## src/rtl/img_line_packer_if.sv

```systemverilog
// img_line_packer_if: read-FIFO side and UDP-transmitter side signals of the line packer.
interface img_line_packer_if;
    logic        frame_start;
    logic        pix_ready;
    logic [15:0] pix_data;
    logic        pix_rd_en;
    logic        rd_vsync;
    logic        eth_tx_req;
    logic        eth_tx_done;
    logic        eth_tx_start;
    logic [31:0] eth_tx_data;
    logic [15:0] eth_tx_data_num;
    logic        busy;
    logic        pkt_err;
    modport master (
        input  frame_start, pix_ready, pix_data, eth_tx_req, eth_tx_done,
        output pix_rd_en, rd_vsync, eth_tx_start, eth_tx_data, eth_tx_data_num, busy, pkt_err
    );
    modport slave (
        output frame_start, pix_ready, pix_data, eth_tx_req, eth_tx_done,
        input  pix_rd_en, rd_vsync, eth_tx_start, eth_tx_data, eth_tx_data_num, busy, pkt_err
    );
endinterface

```

## src/rtl/img_line_packer.sv

```systemverilog
// img_line_packer: packs one image line per UDP payload (8-byte header + RGB565 pixels).
module img_line_packer #(
    parameter int          H_PIXEL = 640,
    parameter int          V_PIXEL = 480,
    parameter logic [15:0] GAP_CYC = 16'd64,
    parameter logic [15:0] MAGIC   = 16'hA55A
) (
    input logic               sys_clk,
    input logic               sys_rst_n,
    img_line_packer_if.master bus
);
    localparam logic [15:0] W_LAST = 16'(H_PIXEL / 2 + 1);
    localparam logic [15:0] H_W    = 16'(H_PIXEL);
    localparam logic [15:0] V_W    = 16'(V_PIXEL);

    typedef enum logic [3:0] {IDLE, WAIT_FR, WAIT_LN, PREF, START, SEND, WAIT_DN, DRAIN, GAP} state_t;

    state_t      r_state, w_next;
    logic [15:0] r_line, r_frame, r_word, r_rd_cnt, r_gap;
    logic [31:0] r_buf, r_tx_data, w_word;
    logic [1:0]  r_pf;
    logic        r_rd_d, r_lo, r_vsync, r_err;
    logic        w_rd_en, w_req_send, w_early, w_gap_end, w_pf_start;

    // r_pf counts down the two back-to-back reads of a pixel pair; DRAIN reads until the line is consumed
    assign w_rd_en    = (r_state == DRAIN) ? (r_rd_cnt != H_W) : (r_pf != 2'd0);
    assign w_early    = r_state == SEND && bus.eth_tx_done;
    assign w_req_send = r_state == SEND && bus.eth_tx_req && !bus.eth_tx_done;
    assign w_gap_end  = r_state == GAP && r_gap == GAP_CYC - 16'd1;
    assign w_pf_start = (r_state == WAIT_LN && bus.pix_ready) ||
                        (w_req_send && r_word >= 16'd2 && r_word != W_LAST);
    assign w_word     = (r_word == 16'd0) ? {MAGIC, r_line} :
                        (r_word == 16'd1) ? {r_frame, H_W} : r_buf;

    always_comb begin
        w_next = r_state;
        case (r_state)
            IDLE:    w_next = WAIT_FR;
            WAIT_FR: w_next = bus.frame_start ? WAIT_LN : WAIT_FR;
            WAIT_LN: w_next = bus.pix_ready ? PREF : WAIT_LN;
            PREF:    w_next = (r_pf == 2'd1) ? START : PREF;
            START:   w_next = SEND;
            SEND:    w_next = w_early ? DRAIN : (w_req_send && r_word == W_LAST) ? WAIT_DN : SEND;
            WAIT_DN: w_next = bus.eth_tx_done ? GAP : WAIT_DN;
            DRAIN:   w_next = (r_rd_cnt == H_W) ? GAP : DRAIN;
            GAP:     w_next = !w_gap_end ? GAP : (r_line == V_W) ? WAIT_FR : WAIT_LN;
            default: w_next = IDLE;
        endcase
    end

    always_ff @(posedge sys_clk or negedge sys_rst_n) begin
        if (!sys_rst_n) begin
            r_state   <= IDLE;
            r_line    <= '0;
            r_frame   <= '0;
            r_word    <= '0;
            r_rd_cnt  <= '0;
            r_gap     <= '0;
            r_buf     <= '0;
            r_tx_data <= '0;
            r_pf      <= '0;
            r_rd_d    <= 1'b0;
            r_lo      <= 1'b0;
            r_vsync   <= 1'b0;
            r_err     <= 1'b0;
        end else begin
            r_state  <= w_next;
            r_vsync  <= r_state == WAIT_FR && bus.frame_start;
            r_pf     <= w_pf_start ? 2'd2 : (r_pf != 2'd0) ? r_pf - 2'd1 : 2'd0;
            r_rd_cnt <= (r_state == WAIT_LN) ? 16'd0 : r_rd_cnt + 16'(w_rd_en);
            r_rd_d   <= w_rd_en && r_state != DRAIN;
            r_lo     <= (r_state == WAIT_LN) ? 1'b0 : r_rd_d ? ~r_lo : r_lo;
            r_word   <= (r_state == START) ? 16'd0 : w_req_send ? r_word + 16'd1 : r_word;
            r_gap    <= (r_state == GAP) ? r_gap + 16'd1 : 16'd0;
            r_err    <= r_err | w_early | (bus.eth_tx_req && r_state != SEND);
            r_line   <= (r_state == WAIT_FR && bus.frame_start) ? 16'd0 :
                        ((r_state == WAIT_DN && bus.eth_tx_done) || w_early) ? r_line + 16'd1 : r_line;
            r_frame  <= (w_gap_end && r_line == V_W) ? r_frame + 16'd1 : r_frame;
            if (r_rd_d && !r_lo)
                r_buf[31:16] <= bus.pix_data;
            if (r_rd_d && r_lo)
                r_buf[15:0] <= bus.pix_data;
            if (w_req_send)
                r_tx_data <= w_word;
            else if (bus.eth_tx_req && r_state != SEND)
                r_tx_data <= '0;
        end
    end

    assign bus.pix_rd_en       = w_rd_en;
    assign bus.rd_vsync        = r_vsync;
    assign bus.eth_tx_start    = r_state == START;
    assign bus.eth_tx_data     = r_tx_data;
    assign bus.eth_tx_data_num = 16'(8 + 2 * H_PIXEL);
    assign bus.busy            = r_state != IDLE;
    assign bus.pkt_err         = r_err;
endmodule
```

## src/flat_wrapper.sv

```systemverilog
// flat-port wrapper written by rule: the top's interface ports become plain ports
module img_line_packer_flat 
#(
    parameter int          H_PIXEL = 640,
    parameter int          V_PIXEL = 480,
    parameter logic [15:0] GAP_CYC = 16'd64,
    parameter logic [15:0] MAGIC   = 16'hA55A
)
  (sys_clk, sys_rst_n, bus_frame_start, bus_pix_ready, bus_pix_data, bus_eth_tx_req, bus_eth_tx_done, bus_pix_rd_en, bus_rd_vsync, bus_eth_tx_start, bus_eth_tx_data, bus_eth_tx_data_num, bus_busy, bus_pkt_err);
  img_line_packer_if bus_i ();
  input logic sys_clk;
  input logic sys_rst_n;
  input wire logic [$bits(bus_i.frame_start)-1:0] bus_frame_start;
  input wire logic [$bits(bus_i.pix_ready)-1:0] bus_pix_ready;
  input wire logic [$bits(bus_i.pix_data)-1:0] bus_pix_data;
  input wire logic [$bits(bus_i.eth_tx_req)-1:0] bus_eth_tx_req;
  input wire logic [$bits(bus_i.eth_tx_done)-1:0] bus_eth_tx_done;
  output wire logic [$bits(bus_i.pix_rd_en)-1:0] bus_pix_rd_en;
  output wire logic [$bits(bus_i.rd_vsync)-1:0] bus_rd_vsync;
  output wire logic [$bits(bus_i.eth_tx_start)-1:0] bus_eth_tx_start;
  output wire logic [$bits(bus_i.eth_tx_data)-1:0] bus_eth_tx_data;
  output wire logic [$bits(bus_i.eth_tx_data_num)-1:0] bus_eth_tx_data_num;
  output wire logic [$bits(bus_i.busy)-1:0] bus_busy;
  output wire logic [$bits(bus_i.pkt_err)-1:0] bus_pkt_err;
  assign bus_i.frame_start = bus_frame_start;
  assign bus_i.pix_ready = bus_pix_ready;
  assign bus_i.pix_data = bus_pix_data;
  assign bus_i.eth_tx_req = bus_eth_tx_req;
  assign bus_i.eth_tx_done = bus_eth_tx_done;
  assign bus_pix_rd_en = bus_i.pix_rd_en;
  assign bus_rd_vsync = bus_i.rd_vsync;
  assign bus_eth_tx_start = bus_i.eth_tx_start;
  assign bus_eth_tx_data = bus_i.eth_tx_data;
  assign bus_eth_tx_data_num = bus_i.eth_tx_data_num;
  assign bus_busy = bus_i.busy;
  assign bus_pkt_err = bus_i.pkt_err;
  img_line_packer #(.H_PIXEL(H_PIXEL), .V_PIXEL(V_PIXEL), .GAP_CYC(GAP_CYC), .MAGIC(MAGIC)) u_core (.sys_clk(sys_clk), .sys_rst_n(sys_rst_n), .bus(bus_i));
endmodule
```

## config.mk

```make
export PLATFORM = sky130hd
export DESIGN_NAME = img_line_packer_flat
export DESIGN_NICKNAME = d
export VERILOG_FILES = /design/src/rtl/img_line_packer_if.sv /design/src/rtl/img_line_packer.sv /design/src/flat_wrapper.sv
export SDC_FILE = /design/constraint.sdc
export NUM_CORES = 1
export LEC_CHECK = 0
export ABC_AREA = 1
export BUFFER_PORTS_ARGS = -buffer_cell sky130_fd_sc_hd__buf_2
export CAP_MARGIN = 10
export CORE_MARGIN = 2
export CORE_UTILIZATION = 60
export CTS_CLUSTER_DIAMETER = 100
export DETAILED_ROUTE_END_ITERATION = 10
export PLACE_DENSITY = 0.84
export SLEW_MARGIN = 0
export SYNTH_ARGS = -nofsm -noshare
export SYNTH_HDL_FRONTEND = slang
export SYNTH_SLANG_ARGS = --single-unit
```

## constraint.sdc

```tcl
create_clock -name sys_clk -period 6.33 [get_ports sys_clk]
set_clock_uncertainty 0.1 [all_clocks]
set_input_delay 0.633 -clock sys_clk [delete_from_list [all_inputs] [get_ports sys_clk]]
set_output_delay 0.633 -clock sys_clk [all_outputs]
set_load 0.05 [all_outputs]
```

==> results of run 1 <==
==> power by group <==
group,switching [W],internal (W),leakage (nW)
Combinational,0.000681,0.000271,2.43
Sequential,0.000137,0.00115,2.07
Clock,0.000462,0.000564,0.288
==> per-stage QoR <==
step	total power, W	cells	setup slack [ns]	hold slack [ns]	cell area, sq um
2_1_floorplan	0.002019	1189	3.927	0.2374	8577
3_5_place_dp	0.002231	1383	3.920	0.3605	8835
6_report	0.003264	1415	3.569	0.1246	9430
3_3_place_gp	0.002193	1383	3.994	0.3477	8835
4_1_cts	0.003263	1415	3.572	0.1878	9430
5_1_grt	0.003464	1415	3.428	0.2244	9430
==> worst register-to-register path, stage by stage (launching register included) <==
cell and delay, ns:
dfrtp_1 0.45, nor3_1 0.41, nand3_1 0.18, o31ai_1 0.13, inv_1 0.14, ha_1 0.21, nand2_1 0.17, nor2_1 0.13
nand2_1 0.07, inv_1 0.05, nand3_1 0.09, inv_1 0.08, nand2_1 0.06, nand2_1 0.04, nor2_1 0.10
==> cells by family after synthesis <==
logic type      share of synthesized area, %
simple gates                           35.71
fa+ha+maj                              1.468
buf+inv                                8.337
flops                                  45.21
compound gates                         7.134
other cells                          0.08810
xor+xnor                               2.055
==> cell usage after synthesis, drive strengths merged <==
library cell	n	area, sq um
clkinv	2	12.51
inv	110	412.9
clkbuf	11	41.29
ha	10	125.1
and3	1	6.260
a21oi	16	91.34
o31ai	1	7.510
dfrtp	154	3854
nand3b	3	22.52
xnor2	4	35.03
o21bai	7	52.55
nand4	34	212.7
nand2	400	1509
conb	2	7.510
nor2	147	589.3
a31o	1	8.760
and2	1	6.260
o21ai	88	440.4
nor3	19	100.1
xor2	16	140.1
buf	35	244.0
nand3	110	585.6
o211ai	1	7.510
or2	2	12.51
==> state kept, by name, indices dropped and copies added, names as in the netlist <==
name	cells
u_core.bus.eth_tx_data	32
u_core.r_buf	32
u_core.r_frame	16
u_core.r_gap	16
u_core.r_line	16
u_core.r_rd_cnt	16
u_core.r_word	16
u_core.r_state	4
u_core.r_pf	2
u_core.bus.pkt_err	1
u_core.bus.rd_vsync	1
u_core.r_lo	1
u_core.r_rd_d	1
==> area by class of cell <==
cell class	instances	area [sq um]	area share, %
inverter	112	425.4	4.511
timing repair buffer	60	311.5	3.304
clock buffer	17	425.4	4.511
sequential	154	3854	40.87
tap	180	225.2	2.388
multi-input combinational	877	4019	42.62
clock inverter	15	170.2	1.804
==> per-layer routing <==
| metal | vias to the layer above | routed length [microns] | share of wire [%] |
|---|---|---|---|
| met4 | 0 | 441 | 2.1 |
| li1 | 3825 | - | - |
| met5 | - | 0 | 0 |
| met1 | 3684 | 8908 | 43 |
| met3 | 39 | 1393 | 6.8 |
| met2 | 309 | 9807 | 48 |
==> path summary, 6_finish.rpt <==
check                                                end  cells after the start
min in group sys_clk         u_core.r_buf[8]$_DFFE_PN0P_                      3
max in group asynchronous   u_core.r_rd_cnt[1]$_DFF_PN0_                      2
min                        u_core.r_frame[9]$_DFFE_PN0N_                      1
max                                     bus_eth_tx_start                      4
min reg2reg                    u_core.r_gap[0]$_DFF_PN0_                      1
max reg2reg                 u_core.r_rd_cnt[9]$_DFF_PN0_                     14
==> reports/qor.txt, run 1 <==
Status = finished, final reports clean
Die W = 123.2 microns
Sequential share of the synthesized area = 45.21%
Worst-Margin Slew = 1.192 ns
Vias = 7857
Req. time, crit path = 5.60 ns
Largest net degree at the start of global routing = 91
Chip Height = 123.2 microns
Full die area = 15180 sq um
N_diodes = 0
M3 GR Usage = 5.535%
Most Crowded Layer GR = met2
Setup TNS = 0 ns
FMAX = 362.2 MHz
Drt wl/cell = 14.52 microns
CP max FO = 16
Vias in the first global route = 7291
Routed Antenna Nets = 0
Post-cts sizing count = 0
Syn. warnings = 0
FF+latch count, synth = 154
Leak Pwr = 4.794 nW
Synthesized area per cell = 7.255 sq um
Iter 0 DRT Violations = 858
R2R Setup Slk = 3.84 ns
CTS clock-pin slew for the worst setup and hold paths = 0.06 ns
# rows = 43
Pwr Density = 346.1 nW/um^2
Layout fillers = 1145
Initial antenna violation count = 0
Detailed Place HPWL = 14290 microns
Ports = 75
Grt ovf = 0
Arrival @ worst endpoint = 2.03 ns
VDD IR-drop max = 0.2908 mV
Nets = 1254
Routed wire length = 20550 microns
Syn Std Cell Area = 8524 sq um
Max Cap Violations = 0
CP startpoint = u_core.r_state[3]$_DFF_PN0_
Final Util = 67.94%
Critical path's top delay family = simple AND/OR/NAND/NOR gates
Root Buffer Master = clkbuf_16
Slew HR = 20.33%
Vias/cell = 5.553
CTS Buf Count = 17
Worst-path cell chain = nor2_2, nand2_1, inv_2, buf_2
Most common cell after layout, fill and taps aside = nand2_1
Post-Synthesis Cells = 1175
Final hold viol count = 0
Fin crit share = 43.62%
Hold buffers post-CTS = 0
Final setup fails = 0
DRC Markers = 0
CP Class = reg -> out
Post-CTS Setup Inserts = 0
Clk sinks = 154
Netlist cell types = 36
Initial Utilization = 61.41%
Max Buffers Root-to-Sink = 2
Layout cells sized above 1 = 9.393%
Final min period = 2.761 ns
CP max-delay cell = dfrtp_1
CTS H-Tree Depth = 4
First-pass GRT wire length = 34780 microns
DR pass1 iterations = 5
Most frequent cells in the layout = nand2_1, dfrtp_1, nor2_1, inv_1, nand3_1
CP Capture Type = primary output
HP Class = in -> async
Worst reg2reg startpoint = u_core.r_state[3]$_DFF_PN0_
Combined global-route utilization of all metal layers = 29.20%
Crit path largest cell delay = 0.45 ns
Met2 Usage GRT = 47.12%
GPL Wtd Cong = 0.9126
Core box area = 13880 sq um
Area Overhead vs Synth = 10.63%
RSZ-0062 raised after global routing = false
CTS tree = built
Port Buffers = 58
CP startpoint kind = flip-flop
Clk_lat worst skew = 0.44 ns
Final slew viol count = 0
M1 GR Usage = 39.82%
CP Buf/Inv Count = 2
Power figures use the tool's default switching activity.
==> run 2, diff against run 1 <==
--- a/config.mk
+++ b/config.mk
@@ -5,11 +5,11 @@
 export SDC_FILE = /design/constraint.sdc
 export NUM_CORES = 1
 export LEC_CHECK = 0
-export ABC_AREA = 1
+export ABC_AREA = 0
 export BUFFER_PORTS_ARGS = -buffer_cell sky130_fd_sc_hd__buf_2
 export CAP_MARGIN = 10
 export CORE_MARGIN = 2
-export CORE_UTILIZATION = 60
+export CORE_UTILIZATION = 59
 export CTS_CLUSTER_DIAMETER = 100
 export DETAILED_ROUTE_END_ITERATION = 10
 export PLACE_DENSITY = 0.84
==> constraint.sdc (replaced) <==
create_clock -name sys_clk -period 2.89 [get_ports sys_clk]
set_clock_uncertainty 0.1 [all_clocks]
set_input_delay 0.289 -clock sys_clk [delete_from_list [all_inputs] [get_ports sys_clk]]
set_output_delay 0.289 -clock sys_clk [all_outputs]
set_load 0.05 [all_outputs]
==> run 2 against run 1 <==
Net effect: via count shrank 30%; die area down 12%; clock power up 130%; combinational power is 100% higher; critical path depth up 4; synthesized cell count is 40% lower; cell count fell by 33%; non-clock buffer count up 17; sequential share of layout area grew 4.9 points; register-to-register slack lost 3.5 ns; sequential power increased by 120%; largest power group unchanged; highest routed layer unchanged.
==> reports/qor.txt, run 2 <==
Status = finished, final reports clean
Final Util = 69.85% (+1.9 points)
Worst reg2reg startpoint = u_core.r_line[0]$_DFFE_PN0P_
Syn Std Cell Area = 7321 sq um (-14%)
CP Class = reg -> reg
Drt wl/cell = 17.64 microns (+21%)
R2R Setup Slk = 0.34 ns (-3.50 ns)
DP Cell Count = 915 (-34%)
DR pass1 iterations = 5 (unchanged)
Most frequent cells in the layout = dfrtp_1, nor2_1, nand2_1, buf_2, xor2_1
Largest net degree at the start of global routing = 81 (-11%)
Final slew viol count = 0 (unchanged)
Commonest cells post-synth = dfrtp_1, nor2_1, nand2_1, xor2_1, mux2_2
Most area-hungry cell type in the Yosys netlist = dfrtp_1
Slew HR = 47.78% (+27 points)
Req. time, crit path = 3.14 ns (-2.46 ns)
Syn. warnings = 0 (unchanged)
CTS tree = built
Root Buffer Master = clkbuf_16
Hold Path Origin = bus_pix_data[15]
Final setup fails = 0 (unchanged)
FF+latch count, synth = 154 (unchanged)
Synth async-reset ratio = 100.0% (unchanged)
Fin crit share = 88.33%
Routed Antenna Nets = 0 (unchanged)
CTS H-Tree Depth = 4 (unchanged)
Top area cells in the synthesized netlist = dfrtp_1, xor2_1, mux2_2
Hold Path Stages = 2
Detailed Place HPWL = 11340 microns (-21%)
Setup TNS = 0 ns (unchanged)
Post-synth top area share = 52.64% (+7.4 points)
Post-cts sizing count = 0 (unchanged)
DRC Markers = 0 (unchanged)
RSZ-0062 raised after global routing = false
Netlist cell types = 48 (+33%)
CP startpoint = u_core.r_line[0]$_DFFE_PN0P_
Final min period = 2.553 ns
N_diodes = 0 (unchanged)
Max Buffers Root-to-Sink = 2 (unchanged)
Worst-Margin Slew = 0.7768 ns (-0.4153 ns)
Combined global-route utilization of all metal layers = 26.27% (-2.9 points)
HP Class = in -> reg
CP startpoint kind = flip-flop
Reg2reg path depth = 8 (-6)
Pwr Density = 847.1 nW/um^2 (+140%)
CP Capture Type = flip-flop
Vias/cell = 5.807 (+4.6%)
# rows = 40 (-7.0%)
Core box area = 12060 sq um (-13%)
Initial Utilization = 60.70% (-0.72 points)
R2r endpoint = u_core.r_frame[8]$_DFFE_PN0N_
Leak Pwr = 4.145 nW (-14%)
Sequential share of the synthesized area = 52.64% (+7.4 points)
CTS Buf Count = 17 (unchanged)
CTS clock-pin slew for the worst setup and hold paths = 0.06 ns (about the same)
Top-count cell post-synth = dfrtp_1
Full die area = 13310 sq um (-12%)
Iter 0 DRT Violations = 498 (-42%)
First-pass GRT wire length = 27200 microns (-22%)
CP max FO = 17 (+1)
Final std cells w/o fill = 948 (-33%)
Synthesized area per cell = 10.41 sq um (+44%)
Most common cell after layout, fill and taps aside = dfrtp_1
Final hold viol count = 0 (unchanged)
Max Cap Violations = 0 (unchanged)
Worst hold path endpoint = u_core.r_buf[15]$_DFFE_PN0P_
Die W = 115.4 microns (-6.3%)
Clk sinks = 154 (unchanged)
Port Buffers = 58 (unchanged)
Area Overhead vs Synth = 15.09%
GPL Wtd Cong = 0.8320 (-8.8%)
Clk_lat worst skew = 0.43 ns (about the same)
Ys flop type = dfrtp_1
Post-synth EDFFs = 0 (unchanged)
VDD IR-drop max = 0.4785 mV (+65%)
Routed wire length = 16720 microns (-19%)
Initial antenna violation count = 0 (unchanged)
Layout cells sized above 1 = 19.23% (+9.8 points)
Post-Synthesis Cells = 703 (-40%)
Grt ovf = 0 (unchanged)
FMAX = 391.7 MHz
Vias = 5505 (-30%)
Nets = 799 (-36%)
Chip Height = 115.4 microns (-6.3%)
Vias in the first global route = 5607 (-23%)
Ports = 75 (unchanged)
Arrival @ worst endpoint = 2.80 ns (+0.77 ns)
-- run 2: cell count changes after synthesis, sizes merged, moves of 28 or more --
cell / change
mux2: +34
nor2: -71
o21ai: -65
nand2: -326
inv: -91
xor2: +28
nand3: -86
-- run 2: cell type report --
type / count / area [sq um]
Sequential cell: 154 / 3854
Fill cell: 851 / 3636
Multi-Input combinational cell: 498 / 3216
Clock buffer: 20 / 456.7
Timing Repair Buffer: 77 / 454.2
Tap cell: 168 / 210.2
Clock inverter: 12 / 163.9
Inverter: 19 / 71.32
-- run 2: logic make-up (layout without fill, tap and decap cells) --
| kind of cell | count (synthesis) | count (layout) | synth area share (%) |
|---|---|---|---|
| fa+ha+maj | 10 | 10 | 1.709 |
| flops | 154 | 154 | 52.64 |
| other cells | 2 | 16 | 0.1026 |
| compound gates | 72 | 72 | 5.897 |
| xor+xnor | 70 | 70 | 8.375 |
| buf+inv | 65 | 128 | 4.461 |
| mux | 52 | 52 | 7.691 |
| simple gates | 278 | 278 | 19.12 |
-- run 2: worst max path at each step --
stage	slack, ns	end	depth (start not counted)
global placement	0.47	u_core.r_frame[11]$_DFFE_PN0N_	8
finish	0.34	u_core.r_frame[8]$_DFFE_PN0N_	8
detailed placement	0.41	u_core.r_frame[15]$_DFFE_PN0N_	8
floorplan	0.09	u_core.r_rd_cnt[15]$_DFF_PN0_	12
CTS	0.34	u_core.r_frame[8]$_DFFE_PN0N_	8
global route	0.13	u_core.r_frame[15]$_DFFE_PN0N_	8
-- run 2: routing by layer --
metal	routed length (microns)	vias to the layer above	part of all wire [%]	GRT usage [%]
met5	0	-	0	0
met4	308	0	1.8	11.89
met3	1045	29	6.2	5.957
met2	8385	196	50	42.18
met1	6983	2755	42	34.25
li1	-	2525	-	-
-- run 2: metrics by stage --
step / total power (W) / cell area (sq um) / setup slack (ns) / hold slack (ns)
floorplan: 0.004264 / 7385 / 0.08775 / -0.1066
global placement: 0.004663 / 7795 / 0.4721 / 0.2712
detailed placement: 0.004788 / 7795 / 0.4108 / 0.2862
CTS: 0.007136 / 8426 / 0.3440 / 0.002771
global route: 0.007427 / 8426 / 0.1335 / 0.006978
finish: 0.007138 / 8426 / 0.3372 / 0.01317
-- run 2: where the power goes --
part	switching, W	internal (W)	leakage [nW]
registers	0.000344	0.00255	2.06
logic	0.00117	0.000743	1.80
clock network	0.000914	0.00141	0.289
total	0.00243	0.00471	4.15
-- run 2: worst max-delay path, cell delays in order (launching register included) --
cell	delay [ns]
dfrtp_1	0.43
inv_1	0.08
ha_1	0.13
nor4b_2	0.17
nand4_1	0.20
or4_1	0.56
buf_4	0.21
nor4_1	0.41
xor2_1	0.19
-- run 2: what timing repair did --
item,4_1_cts,5_1_grt
buffers inserted,0,0
setup endpoints to repair,0,0
hold endpoints to repair,78,0
hold buffers,1,0
